[config.mk]
export PLATFORM = sky130hd
export DESIGN_NAME = mmio_uart_tx_flat
export DESIGN_NICKNAME = d
export VERILOG_FILES = /design/src/rtl/mmio_uart_tx_pkg.sv /design/src/rtl/mmio_uart_tx_if.sv /design/src/rtl/mmio_uart_tx_fifo.sv /design/src/rtl/mmio_uart_tx.sv /design/src/flat_wrapper.sv
export SDC_FILE = /design/constraint.sdc
export NUM_CORES = 1
export LEC_CHECK = 0
export CAP_MARGIN = 20
export CORE_ASPECT_RATIO = 1.4
export CORE_MARGIN = 2
export CORE_UTILIZATION = 45
export DETAILED_ROUTE_END_ITERATION = 6
export PLACE_DENSITY = 0.79
export RECOVER_POWER = 50
export SKIP_CTS_REPAIR_TIMING = 1
export SLEW_MARGIN = 25
export SYNTH_ARGS = -nofsm -noshare
export SYNTH_HDL_FRONTEND = slang
export SYNTH_SLANG_ARGS = --single-unit
[constraint.sdc]
create_clock -name clk -period 8.2 [get_ports clk]
set_input_delay 1.64 -clock clk [delete_from_list [all_inputs] [get_ports clk]]
set_output_delay 1.64 -clock clk [all_outputs]
set_load 0.01 [all_outputs]
[src/rtl/mmio_uart_tx_pkg.sv]
// Shared types and constants for the memory-mapped UART transmitter.
// Status word layout and register offsets live here so software-facing bits are defined once.
package mmio_pkg;

  typedef enum logic [1:0] {
    IDLE,
    START,
    DATA,
    STOP
  } tx_state_t;

  localparam int unsigned ST_BUSY    = 0;
  localparam int unsigned ST_FULL    = 1;
  localparam int unsigned ST_EMPTY   = 2;
  localparam int unsigned ST_OVF     = 3;
  localparam int unsigned ST_CNT_LSB = 4;

  localparam logic [31:0] STATUS_OFFSET = 32'd4;

  // FIFO occupancy is reported in a 4-bit field; deeper FIFOs read as 15.
  function automatic logic [3:0] satNibble(input logic [31:0] cnt);
    if (cnt > 32'd15) begin
      return 4'hF;
    end
    return cnt[3:0];
  endfunction

endpackage

[src/rtl/mmio_uart_tx_if.sv]
// CPU data-store bus as seen by a memory-mapped peripheral.
// The CPU side drives address/data/strobe; the peripheral returns hit and read data.
interface mmio_uart_tx_if;

  logic [31:0] memAddress;
  logic [31:0] memWriteData;
  logic        memWriteEnable;
  logic        hit;
  logic [31:0] rdData;

  modport master (
    output memAddress,
    output memWriteData,
    output memWriteEnable,
    input  hit,
    input  rdData
  );

  modport slave (
    input  memAddress,
    input  memWriteData,
    input  memWriteEnable,
    output hit,
    output rdData
  );

endinterface

[src/rtl/mmio_uart_tx_fifo.sv]
// Synchronous FIFO with occupancy count; a push into a full FIFO is accepted only when
// a pop happens in the same cycle. Pops from an empty FIFO are ignored (no bypass).
module sync_fifo #(
  parameter int unsigned WIDTH = 8,
  parameter int unsigned DEPTH = 8,
  localparam int unsigned CntW = $clog2(DEPTH) + 1
) (
  input  logic             clk,
  input  logic             reset,
  input  logic             push,
  input  logic [WIDTH-1:0] din,
  input  logic             pop,
  output logic [WIDTH-1:0] dout,
  output logic             full,
  output logic             empty,
  output logic [CntW-1:0]  count
);

  localparam int unsigned AddrW = $clog2(DEPTH);

  logic [WIDTH-1:0] mem [DEPTH];
  logic [AddrW-1:0] wrPtrQ, rdPtrQ;
  logic [CntW-1:0]  countQ;
  logic             doPush, doPop;

  assign full   = (countQ == CntW'(DEPTH));
  assign empty  = (countQ == '0);
  assign doPop  = pop & ~empty;
  assign doPush = push & (~full | doPop);
  assign dout   = mem[rdPtrQ];
  assign count  = countQ;

  // Pointers are power-of-two wide, so natural overflow is the modulo wrap.
  always_ff @(posedge clk or negedge reset) begin
    if (!reset) begin
      wrPtrQ <= '0;
      rdPtrQ <= '0;
      countQ <= '0;
    end else begin
      if (doPush) begin
        wrPtrQ <= wrPtrQ + 1'b1;
      end
      if (doPop) begin
        rdPtrQ <= rdPtrQ + 1'b1;
      end
      unique case ({doPush, doPop})
        2'b10:   countQ <= countQ + 1'b1;
        2'b01:   countQ <= countQ - 1'b1;
        default: countQ <= countQ;
      endcase
    end
  end

  always_ff @(posedge clk) begin
    if (doPush) begin
      mem[wrPtrQ] <= din;
    end
  end

endmodule

[src/rtl/mmio_uart_tx.sv]
// Memory-mapped 8N1 UART transmitter: stores to DATA queue a byte, STATUS reads/clears state.
// Frames go out LSB first; the FSM chains frames back to back while the FIFO has data.
module mmio_uart_tx
  import mmio_pkg::*;
#(
  parameter logic [31:0] BASE_ADDR    = 32'h0000_8000,
  parameter int unsigned CLKS_PER_BIT = 16,
  parameter int unsigned FIFO_DEPTH   = 8
) (
  input  logic          clk,
  input  logic          reset,
  mmio_uart_tx_if.slave bus,
  output logic          tx,
  output logic          busy
);

  localparam int unsigned BaudW = $clog2(CLKS_PER_BIT);
  localparam int unsigned CntW  = $clog2(FIFO_DEPTH) + 1;
  localparam logic [BaudW-1:0] BaudLast = BaudW'(CLKS_PER_BIT - 1);
  localparam logic [31:0] StatusAddr = BASE_ADDR + STATUS_OFFSET;

  tx_state_t        stateQ, stateD;
  logic [BaudW-1:0] baudQ, baudD;
  logic [2:0]       bitQ, bitD;
  logic [7:0]       shiftQ, shiftD;
  logic             txQ, txD;
  logic             ovfQ, ovfD;

  logic            hitData, hitStatus;
  logic            pushReq, pop, ovfClear;
  logic [7:0]      fifoDout;
  logic            fifoFull, fifoEmpty;
  logic [CntW-1:0] fifoCount;
  logic [31:0]     statusWord;
  logic            baudEnd;
  logic            unusedWriteData;

  assign hitData   = (bus.memAddress == BASE_ADDR);
  assign hitStatus = (bus.memAddress == StatusAddr);
  assign bus.hit   = hitData | hitStatus;
  assign pushReq   = bus.memWriteEnable & hitData;
  assign ovfClear  = bus.memWriteEnable & hitStatus & bus.memWriteData[ST_OVF];

  assign unusedWriteData = ^bus.memWriteData[31:8];

  sync_fifo #(
    .WIDTH(8),
    .DEPTH(FIFO_DEPTH)
  ) uFifo (
    .clk  (clk),
    .reset(reset),
    .push (pushReq),
    .din  (bus.memWriteData[7:0]),
    .pop  (pop),
    .dout (fifoDout),
    .full (fifoFull),
    .empty(fifoEmpty),
    .count(fifoCount)
  );

  always_comb begin
    statusWord                       = '0;
    statusWord[ST_BUSY]              = (stateQ != IDLE);
    statusWord[ST_FULL]              = fifoFull;
    statusWord[ST_EMPTY]             = fifoEmpty;
    statusWord[ST_OVF]               = ovfQ;
    statusWord[ST_CNT_LSB +: 4]      = satNibble(32'(fifoCount));
  end

  assign bus.rdData = hitStatus ? statusWord : 32'h0;
  assign busy       = (stateQ != IDLE) | ~fifoEmpty;
  assign tx         = txQ;

  // A full FIFO still accepts the push when the FSM pops in the same cycle.
  always_comb begin
    ovfD = ovfQ;
    if (pushReq && fifoFull && !pop) begin
      ovfD = 1'b1;
    end
    if (ovfClear) begin
      ovfD = 1'b0;
    end
  end

  assign baudEnd = (baudQ == BaudLast);

  always_comb begin
    stateD = stateQ;
    baudD  = baudQ;
    bitD   = bitQ;
    shiftD = shiftQ;
    txD    = txQ;
    pop    = 1'b0;
    unique case (stateQ)
      IDLE: begin
        txD = 1'b1;
        if (!fifoEmpty) begin
          pop    = 1'b1;
          shiftD = fifoDout;
          stateD = START;
          baudD  = '0;
          txD    = 1'b0;
        end
      end
      START: begin
        if (baudEnd) begin
          stateD = DATA;
          baudD  = '0;
          bitD   = '0;
          txD    = shiftQ[0];
        end else begin
          baudD = baudQ + 1'b1;
        end
      end
      DATA: begin
        if (baudEnd) begin
          baudD  = '0;
          shiftD = shiftQ >> 1;
          if (bitQ == 3'd7) begin
            stateD = STOP;
            txD    = 1'b1;
          end else begin
            bitD = bitQ + 1'b1;
            txD  = shiftQ[1];
          end
        end else begin
          baudD = baudQ + 1'b1;
        end
      end
      STOP: begin
        if (baudEnd) begin
          baudD = '0;
          // Chain straight into the next start bit so frames have no idle gap.
          if (!fifoEmpty) begin
            pop    = 1'b1;
            shiftD = fifoDout;
            stateD = START;
            txD    = 1'b0;
          end else begin
            stateD = IDLE;
            txD    = 1'b1;
          end
        end else begin
          baudD = baudQ + 1'b1;
        end
      end
      default: begin
        stateD = IDLE;
        txD    = 1'b1;
      end
    endcase
  end

  always_ff @(posedge clk or negedge reset) begin
    if (!reset) begin
      stateQ <= IDLE;
      baudQ  <= '0;
      bitQ   <= '0;
      shiftQ <= '0;
      txQ    <= 1'b1;
      ovfQ   <= 1'b0;
    end else begin
      stateQ <= stateD;
      baudQ  <= baudD;
      bitQ   <= bitD;
      shiftQ <= shiftD;
      txQ    <= txD;
      ovfQ   <= ovfD;
    end
  end

endmodule

[src/flat_wrapper.sv]
// flat-port wrapper written by rule: the top's interface ports become plain ports
module mmio_uart_tx_flat import mmio_pkg::*;
#(
  parameter logic [31:0] BASE_ADDR    = 32'h0000_8000,
  parameter int unsigned CLKS_PER_BIT = 16,
  parameter int unsigned FIFO_DEPTH   = 8
)
  (clk, reset, tx, busy, bus_memAddress, bus_memWriteData, bus_memWriteEnable, bus_hit, bus_rdData);
  mmio_uart_tx_if bus_i ();
  input  logic clk;
  input  logic reset;
  output logic tx;
  output logic busy;
  input wire logic [$bits(bus_i.memAddress)-1:0] bus_memAddress;
  input wire logic [$bits(bus_i.memWriteData)-1:0] bus_memWriteData;
  input wire logic [$bits(bus_i.memWriteEnable)-1:0] bus_memWriteEnable;
  output wire logic [$bits(bus_i.hit)-1:0] bus_hit;
  output wire logic [$bits(bus_i.rdData)-1:0] bus_rdData;
  assign bus_i.memAddress = bus_memAddress;
  assign bus_i.memWriteData = bus_memWriteData;
  assign bus_i.memWriteEnable = bus_memWriteEnable;
  assign bus_hit = bus_i.hit;
  assign bus_rdData = bus_i.rdData;
  mmio_uart_tx #(.BASE_ADDR(BASE_ADDR), .CLKS_PER_BIT(CLKS_PER_BIT), .FIFO_DEPTH(FIFO_DEPTH)) u_core (.clk(clk), .reset(reset), .bus(bus_i), .tx(tx), .busy(busy));
endmodule
==> results of run 1 <==
## cell usage in the layout, fill, tap and decap left out, types with 4 or more instances in the layout
cell type,count
edfxtp_1,64
clkdlybuf4s50_1,45
dfrtp_1,27
conb_1,24
nand2_1,18
mux4_2,16
ha_1,13
nor4_1,11
o21ai_0,9
clkbuf_16,9
nor2_1,8
dlygate4sd3_1,8
buf_4,8
nor4_2,7
mux2i_1,7
mux2_2,7
and3_1,6
xor2_1,6
o221a_2,6
nand3_1,5
inv_1,5
nand3b_1,5
a22o_1,4
## stage by stage
| step | instances | hold slack, ps | util [%] | area, µm² |
|---|---|---|---|---|
| final | 509 | 544 | 54.9 | 5410 |
| after global routing | 509 | 568 | 54.9 | 5410 |
| after CTS | 509 | 548 | 55.3 | 5440 |
| after detailed placement | 493 | 529 | 52.2 | 5140 |
| after global placement | 493 | 514 | 52.2 | 5140 |
| after floorplan | 329 | 484 | - | 4610 |
## worst paths after layout
| path | from | end | slack [ps] | depth (start not counted) |
|---|---|---|---|---|
| worst max-delay path | bus_memAddress[22] | bus_rdData[6] | 2870 | 6 |
| worst min-delay path | u_core.baudQ[1]$_DFFE_PN0N_ | u_core.baudQ[1]$_DFFE_PN0N_ | 540 | 2 |
| worst max register to register | u_core.stateQ[0]$_DFFE_PN0P_ | u_core.uFifo.count[2]$_DFFE_PN0P_ | 5080 | 12 |
| worst min register to register | u_core.baudQ[1]$_DFFE_PN0N_ | u_core.baudQ[1]$_DFFE_PN0N_ | 540 | 2 |
| max in group asynchronous | reset | u_core.uFifo.rdPtrQ[0]$_DFFE_PN0P_ | 4920 | 2 |
| min in group asynchronous | reset | u_core.uFifo.count[2]$_DFFE_PN0P_ | 2240 | 2 |
## critical path, delay by kind of cell
| family | cells | cell delay, ps |
|---|---|---|
| simple gates | 4 | 1100 |
| buf+inv | 2 | 950 |
## cells by family after synthesis
logic type                 Yosys count  synth area share, %
DFF                                 93                 58.5
and+or+nand+nor                     83                 12.0
AOI/OAI and AO/OA                   38                 6.83
buffers and inverters               38                 5.70
muxes                               31                 11.5
adders and majority gates           13                 3.60
xor gates and xnor gates             9                 1.74
other                                1               0.0829
## area by class of cell
cell class	instances	area, µm²	area share, %
clock buffers	9	225	4.16
flip-flops and latches	93	2650	49.0
multi-input cells	198	1670	30.9
inverters	5	18.8	0.347
well taps	135	169	3.12
repair buffers	62	594	11.0
clock inverters	7	80.1	1.48
## report_power, final
part	leakage [nW]	switching, mW	internal [mW]	total (mW)
sequential	0.970	0.00297	0.507	0.510
clock	0.143	0.179	0.240	0.419
combinational	0.891	0.0194	0.0205	0.0400
## metal layers
metal,vias up,routed length (µm),share of wire [%]
met5,-,0,0
met4,0,120,1.4
met3,8,275,3.3
met2,65,4580,54
met1,1359,3470,41
li1,1282,-,-
## sequential cells by signal, indices dropped and copies added (netlist names)
register,flops
u_core.tx,1
u_core.baudQ,4
u_core.bitQ,3
u_core.uFifo.rdPtrQ,3
u_core.uFifo.wrPtrQ,3
u_core.uFifo.count,4
u_core.uFifo.mem,64
u_core.shiftQ,8
u_core.stateQ,2
u_core.ovfQ,1
==> results.md, run 1 <==
- Outcome: complete, but fails checks
- Failing checks: max-capacitance violations, max-slew violations
- Grt met3 use: ~2.8%
- Setup tns final: 0 ps
- Detailed Routing Iterations Pass 1: 4
- Final Skew: 9.45 ps
- VDD IR-drop max: 0.147 mV
- Critical Path, Cell by Cell: clkdlybuf4s50_1 -> nor4_2 -> nand4_1 -> nor2_1 -> and3_1 -> clkdlybuf4s50_1
- Clock sink count: 93
- Slew HR: -28.2%
- First-pass GRT wire length: 13600 µm
- Routability cong.: between 0.7 and 0.8
- FP Rows: 43
- Asr flop ratio synth: between 30 and 40%
- Quantity of I/O buffers inserted on ports: 53
- Layout cell share with drive strength beyond 1: 17.9%
- Die Span X: slightly below 90 µm
- Post-Synthesis Cell Area: 4520 µm²
- Die Height: 123 µm
- Grt met2 use: 29.0%
- Highest Clock Rate: 0.187 GHz
- Worst path slowest cell: clkdlybuf4s50_1
- Core area: 9850 µm²
- Max stage delay on crit path: 540 ps
- Total GRT Usage: around 17%
- Vias in the first global route: 2728
- MaxCap Viol Count: 2
- Synth unique cells: 53
- Num CTS Buffers: 9
- Crit path DAT: 3690 ps
- Worst-path clk slew: 70 ps
- Main synth FF type: edfxtp_1
- Dpl hpwl: 6000 µm
- Routed WL per cell: 16.6 µm
- Critical path fanouts, max: 6
- Crit path capture type: output port
- DRC: 0
- Most frequent cell after synthesis: edfxtp_1
- Total power: 968 µW
- GR Overflow Total: 0
- DIE AREA: 10900 µm²
- Critical Path Most Common Cell: clkdlybuf4s50_1
- Post-Syn Instances: 306
- CP required: 6560 ps
- Worst Max-Slew Pin Slew: 1870 ps
- Post-DRT Antenna Nets: 0
- Initial antenna violation count: 0
- 1st-iter DRT viols: 99
- Worst hold path class: flop to flop
- Mapped Avg Cell Area: 14.8 µm²
- Top post-synthesis cells by count: edfxtp_1 (64), dfrtp_1 (28), buf_4 (25)
- GRT Max-Usage Layer: met2
- Post-synth EDFFs: 64
- Vias per std cell: 5.33
- Total power per unit cell area: 179 nW/µm²
- Final hold vios: 0
- FF+latch count, synth: 93
- RSZ-0062 raised after global routing: false
- Largest net degree at the start of global routing: 30
- Fin crit share: roughly two thirds
- Final worst-path setup slack: 2870 ps
- Starting density of the core: 46.0%
- Yosys warnings: 0
- CP Launch Type: input port
- Setup WS pre-CTS: 2860 ps
- Area grow syn2layout: 19.5%
- Clock root buffer: clkbuf_16
- Synth top area cells: edfxtp_1 (42%), dfrtp_1 (15%), mux4_2 (8.0%)
- Worst skew pair latency: 340 ps
- Io pins: 102
- Slew Limit Fails: 39
- P_leak: 2.00 nW
- Share of the synthesized area in the top cell type: 42.5%
- Tmin final: 5330 ps
- Total Nets Final: 449
- Antenna Cells: 0
- Fillcell total: 812
- Critical setup path kind: input port to output port
- Total wire length: 8440 µm
- # setup viols final: 0
- Routed vias: 2714
- Max Buffers Root-to-Sink: 2
- TritonCTS clock tree: yes
- Leading area contributor after synthesis: edfxtp_1
- Sequential fraction of the synthesis area: 58.5%
- H-tree depth: 3
- Grt met1 use: 19.7%
Power figures use the tool's default switching activity.
==> inputs of run 2 (changes only) <==
clock period = 5 ns   (was 8.2 ns; I/O delays follow)
==> results.md, run 2 (same netlist as run 1, synthesis figures left out) <==
- DRC: 0
- Largest delay share family, worst path: simple AND/OR/NAND/NOR gates
- Most flops, register: u_core.uFifo.mem
- Commonest non-fill, non-tap cell in the layout: edfxtp_1
- Total wire length: about 8700 µm
- Post-DRT Antenna Nets: 0
- FF+latch area: 2650 µm²
- Logic pwr share: about 4.2%
- Sw Pwr: 350 µW
- Max Buffers Root-to-Sink: 2
- Critical setup path kind: input port to output port
- Crit path capture type: output port
- Vias per std cell: ~5.4
- Area grow syn2layout: 19.9%
- Core area: 9850 µm²
- Sequential share of power: 53.4%
- CP Launch Type: input port
- Pint: 1.21 mW
- Clock sink count: 93
- Tmin final: 4070 ps
- H-tree depth: 3
- FP Rows: 43
- Total Nets Final: 449
- CP required: 4000 ps
- TritonCTS clock tree: yes
- Detailed Routing Iterations Pass 1: 4
- Die Height: approximately 120 µm
- Critical Path Most Common Cell: clkdlybuf4s50_1
- Setup tns final: 0 ps
- Buf+Inv Stages, Crit Path: 2
- Largest net degree at the start of global routing: 30
- VDD IR-drop max: 0.223 mV
- Total power per unit cell area: 288 nW/µm²
- Slew HR: -4.66%
- Regs by FF count: u_core.uFifo.mem: 64 flops, u_core.shiftQ: 8 flops
- Worst-path clk slew: 70 ps
- Starting density of the core: 46.0%
- Crit path DAT: 3070 ps
- P_leak: 2.02 nW
- Outcome: complete, but fails checks
- Highest Clock Rate: about 0.25 GHz
- Max stage delay on crit path: 550 ps
- Clock network power share: 42.4%
- Final worst-path setup slack: ~930 ps
- Routability cong.: 0.767
- Critical Path, Cell by Cell: clkdlybuf4s50_1 -> nor4_2 -> nand4_1 -> nor2_1 -> and3_1 -> clkdlybuf4s50_1
- Failing checks: max-capacitance violations, max-slew violations
- Routed WL per cell: 17.0 µm
- Quantity of I/O buffers inserted on ports: 53
- # setup viols final: 0
- Dpl hpwl: ~5900 µm
- Most frequent cells in the layout: edfxtp_1 (64), clkdlybuf4s50_1 (44), dfrtp_1 (27), conb_1 (24), nand2_1 (18)
- Initial antenna violation count: 0
- Non-Filler Instances: 509
- Worst hold path class: flop to flop
- Io pins: 102
- DIE AREA: 10900 µm²
- Total GRT Usage: approximately 17%
- Sw Ratio: about 22%
- First-pass GRT wire length: 14000 µm
- Die Span X: between 80 and 90 µm
- Placed insts: 493
- Num CTS Buffers: 9
- Final Skew: 9.89 ps
- Worst Max-Slew Pin Slew: 1570 ps
- Number of flip-flops in the largest register: 64
- Fin crit share: 81.3%
- Slew Limit Fails: 30
- Routed vias: 2730
- MaxCap Viol Count: 1
- Antenna Cells: 0
- Worst skew pair latency: 350 ps
- Vias in the first global route: 2759
- 1st-iter DRT viols: 132
- Setup WS pre-CTS: 941 ps
- Worst path slowest cell: clkdlybuf4s50_1
- RSZ-0062 raised after global routing: false
- GR Overflow Total: 0
- Clock root buffer: clkbuf_16
- Final hold vios: 0
- Fillcell total: approximately 800
- Critical path fanouts, max: 6
- Layout cell share with drive strength beyond 1: 18.4%
- Multi-input logic area: around 1700 µm²
==> run 2: changes by cell type in the layout (fill, tap and decap cells not counted) <==
cell and change:
inv_8 +2, bufinv_16 -1, dlygate4sd3_1 +1, nor4_4 +1, a2111oi_4 +1, a2111oi_0 -1
clkinvlp_4 -2, clkinv_2 +1, nor4_1 -1, clkdlybuf4s50_1 -1
==> run 2: worst paths after layout <==
| kind | slack, ps | end | start | depth (start not counted) |
|---|---|---|---|---|
| setup / recovery | 930 | bus_rdData[3] | bus_memAddress[13] | 6 |
| hold / removal | 540 | u_core.baudQ[1]$_DFFE_PN0N_ | u_core.baudQ[1]$_DFFE_PN0N_ | 2 |
| setup reg to reg | 1800 | u_core.uFifo.count[2]$_DFFE_PN0P_ | u_core.stateQ[0]$_DFFE_PN0P_ | 12 |
| hold reg to reg | 540 | u_core.baudQ[1]$_DFFE_PN0N_ | u_core.baudQ[1]$_DFFE_PN0N_ | 2 |
| max in group asynchronous | 2410 | u_core.uFifo.rdPtrQ[0]$_DFFE_PN0P_ | reset | 2 |
| min in group asynchronous | 1570 | u_core.uFifo.count[3]$_DFFE_PN0P_ | reset | 2 |
==> run 2: cell type report <==
class,instances,share of cell area (%)
multi-input cells,198,31.4
clock buffers,9,4.15
clock inverters,7,1.15
repair buffers,62,11.0
inverters,5,0.346
flip-flops and latches,93,48.9
well taps,135,3.11
==> run 2: power by group through the flow <==
stage               Clock [mW]  Sequential, mW  Combinational [mW]
finish                   0.663           0.835              0.0653
floorplan                    0           0.850              0.0327
global route             0.704           0.836              0.0731
global placement             0           0.851              0.0651
detailed placement           0           0.852              0.0673
CTS                      0.673           0.835              0.0677
==> run 2: per-layer routing <==
| layer | global-route usage [%] | share of wire [%] | vias to the layer above |
|---|---|---|---|
| li1 | - | - | 1282 |
| met5 | 0 | 0 | - |
| met4 | 7.77 | 2.6 | 0 |
| met1 | 20.8 | 40 | 1362 |
| met3 | 4.17 | 3.8 | 20 |
| met2 | 29.4 | 54 | 66 |
==> run 2: stage by stage <==
step / hold WS (ps) / util [%] / total power [mW] / cell area [µm²]
floorplan: 484 / - / 0.883 / 4610
global placement: 517 / 52.2 / 0.916 / 5140
detailed placement: 536 / 52.2 / 0.919 / 5140
CTS: 550 / 55.1 / 1.58 / 5430
global route: 559 / 55.1 / 1.61 / 5420
finish: 536 / 55.1 / 1.56 / 5420
==> run 2: worst register-to-register path: cells and delay by family (launching register included) <==
kind | cells | cell delay, ps
adder cells (fa/ha/maj) | 3 | 800
flip-flops | 1 | 420
AND/OR/NAND/NOR | 3 | 750
AO/OA/AOI/OAI | 3 | 600
XOR/XNOR | 3 | 500
==> inputs of run 3 (changes only) <==
clock period = 4.3 ns   (was 5 ns; I/O delays follow)
==> results.md, run 3 (same netlist as run 1, synthesis figures left out) <==
- Outcome: complete, but fails checks
- Failing checks: max-capacitance violations, max-slew violations
- Clock root buffer: clkbuf_16
- Routed WL per cell: 16.8 µm
- Area grow syn2layout: 19.6%
- FP Rows: 43
- DIE AREA: 10900 µm²
- Routed vias: between 2000 and 3000
- Total GRT Usage: 17.2%
- Most flops, register: u_core.uFifo.mem
- MaxCap Viol Count: 1
- 1st-iter DRT viols: 114
- Max Buffers Root-to-Sink: 2
- Most frequent cells in the layout: edfxtp_1 (64), clkdlybuf4s50_1 (44), dfrtp_1 (27), conb_1 (24), nand2_1 (18)
- H-tree depth: 3
- Crit path capture type: output port
- Post-DRT Antenna Nets: 0
- Antenna Cells: 0
- WL met1: 3440 µm
- Largest net degree at the start of global routing: 30
- Slew Limit Fails: 30
- Core area: 9850 µm²
- Critical Path, Cell by Cell: nor4_1 -> and2_0 -> inv_1 -> clkdlybuf4s50_1
- P_leak: 2.00 nW
- Dpl hpwl: 5920 µm
- Io pins: 102
- First-pass GRT wire length: 14000 µm
- Total power: between 1.5 and 2 mW
- # setup viols final: 0
- DRC: 0
- Detailed Routing Iterations Pass 1: 4
- Fin area: 5410 µm²
- Commonest non-fill, non-tap cell in the layout: edfxtp_1
- Die Span X: a little under 90 µm
- Wire length on met2: 4670 µm
- GR Overflow Total: 0
- Max stage delay on crit path: ~1100 ps
- Non-Filler Instances: 509
- Fillcell total: 787
- Layout cell share with drive strength beyond 1: 17.9%
- Highest Clock Rate: 0.263 GHz
- Final worst-path setup slack: 492 ps
- Worst-path clk slew: approximately 70 ps
- Worst path slowest cell: nor4_1
- Slew HR: -3.76%
- Total Nets Final: 449
- CP required: 3440 ps
- Clock sink count: 93
- Total wire length: 8550 µm
- Worst Max-Slew Pin Slew: 1560 ps
- TritonCTS clock tree: yes
- Final Skew: 9.35 ps
- Die Height: 123 µm
- RSZ-0062 raised after global routing: false
- Placed insts: a little under 500
- Worst hold path class: flop to flop
- Starting density of the core: approximately 46%
- Critical path fanouts, max: 10
- Met3 wire len: between 200 and 300 µm
- Critical setup path kind: flop to output port
- Buf+Inv Stages, Crit Path: 2
- Num CTS Buffers: 9
- Routability cong.: 0.766
- Final hold vios: 0
- Total power per unit cell area: between 300 and 400 nW/µm²
- Top sig layer: met4
- Number of flip-flops in the largest register: 64
- Initial antenna violation count: 0
- Vias in the first global route: ~2800
- Vias per std cell: 5.36
- CP Launch Type: flop
- Crit path DAT: 2950 ps
- Setup WS pre-CTS: 463 ps
- Quantity of I/O buffers inserted on ports: 53
- Tmin final: approximately 3800 ps
- VDD IR-drop max: between 0.2 and 0.3 mV
- Regs by FF count: u_core.uFifo.mem: 64 flops, u_core.shiftQ: 8 flops
- Setup tns final: 0 ps
- Fin crit share: around 90%
- Largest delay share family, worst path: simple AND/OR/NAND/NOR gates
- Worst skew pair latency: approximately 350 ps
- Placed cell area: 5140 µm²
==> run 3: final timing paths <==
check | start | to | cells after the start | slack [ps]
min in group asynchronous | reset | u_core.uFifo.count[3]$_DFFE_PN0P_ | 2 | 1430
worst min register to register | u_core.baudQ[1]$_DFFE_PN0N_ | u_core.baudQ[1]$_DFFE_PN0N_ | 2 | 530
worst max-delay path | u_core.uFifo.count[1]$_DFFE_PN0P_ | busy | 4 | 490
worst max register to register | u_core.uFifo.count[1]$_DFFE_PN0P_ | u_core.uFifo.count[2]$_DFFE_PN0P_ | 9 | 990
worst min-delay path | u_core.baudQ[1]$_DFFE_PN0N_ | u_core.baudQ[1]$_DFFE_PN0N_ | 2 | 530
max in group asynchronous | reset | u_core.uFifo.rdPtrQ[0]$_DFFE_PN0P_ | 2 | 1860
==> run 3: area by class of cell <==
| cell class | instances | area [µm²] | share of cell area [%] |
|---|---|---|---|
| Tap cell | 135 | 169 | 3.12 |
| Timing Repair Buffer | 62 | 594 | 11.0 |
| Clock buffer | 9 | 225 | 4.16 |
| Sequential cell | 93 | 2650 | 49.0 |
| Clock inverter | 7 | 62.6 | 1.16 |
| Inverter | 5 | 18.8 | 0.347 |
| Multi-Input combinational cell | 198 | 1690 | 31.2 |
==> run 3: report_power, final <==
group | internal (mW) | leakage, nW | total (mW) | switching [mW]
clock network | 0.405 | 0.139 | 0.766 | 0.361
logic | 0.0390 | 0.893 | 0.0759 | 0.0370
registers | 0.966 | 0.970 | 0.972 | 0.00576
total | 1.41 | 2.00 | 1.81 | 0.403
==> run 3: per-stage QoR <==
step,utilization (%),hold WS (ps)
after floorplan,-,484
after global placement,52.2,517
after detailed placement,52.2,523
after CTS,55.1,539
after global routing,54.9,554
final,54.9,533
==> run 3: tightest hold or removal path: stages, from the launching register on <==
cell     delay, ps
dfrtp_1        390
nand2_1         60
nand2_1         50
==> run 3: layer usage <==
layer  global-route usage [%]  up-vias
met3                     3.97       14
met1                     20.4     1384
li1                         -     1277
met2                     29.6       55
met5                        0        -
met4                     6.82        0
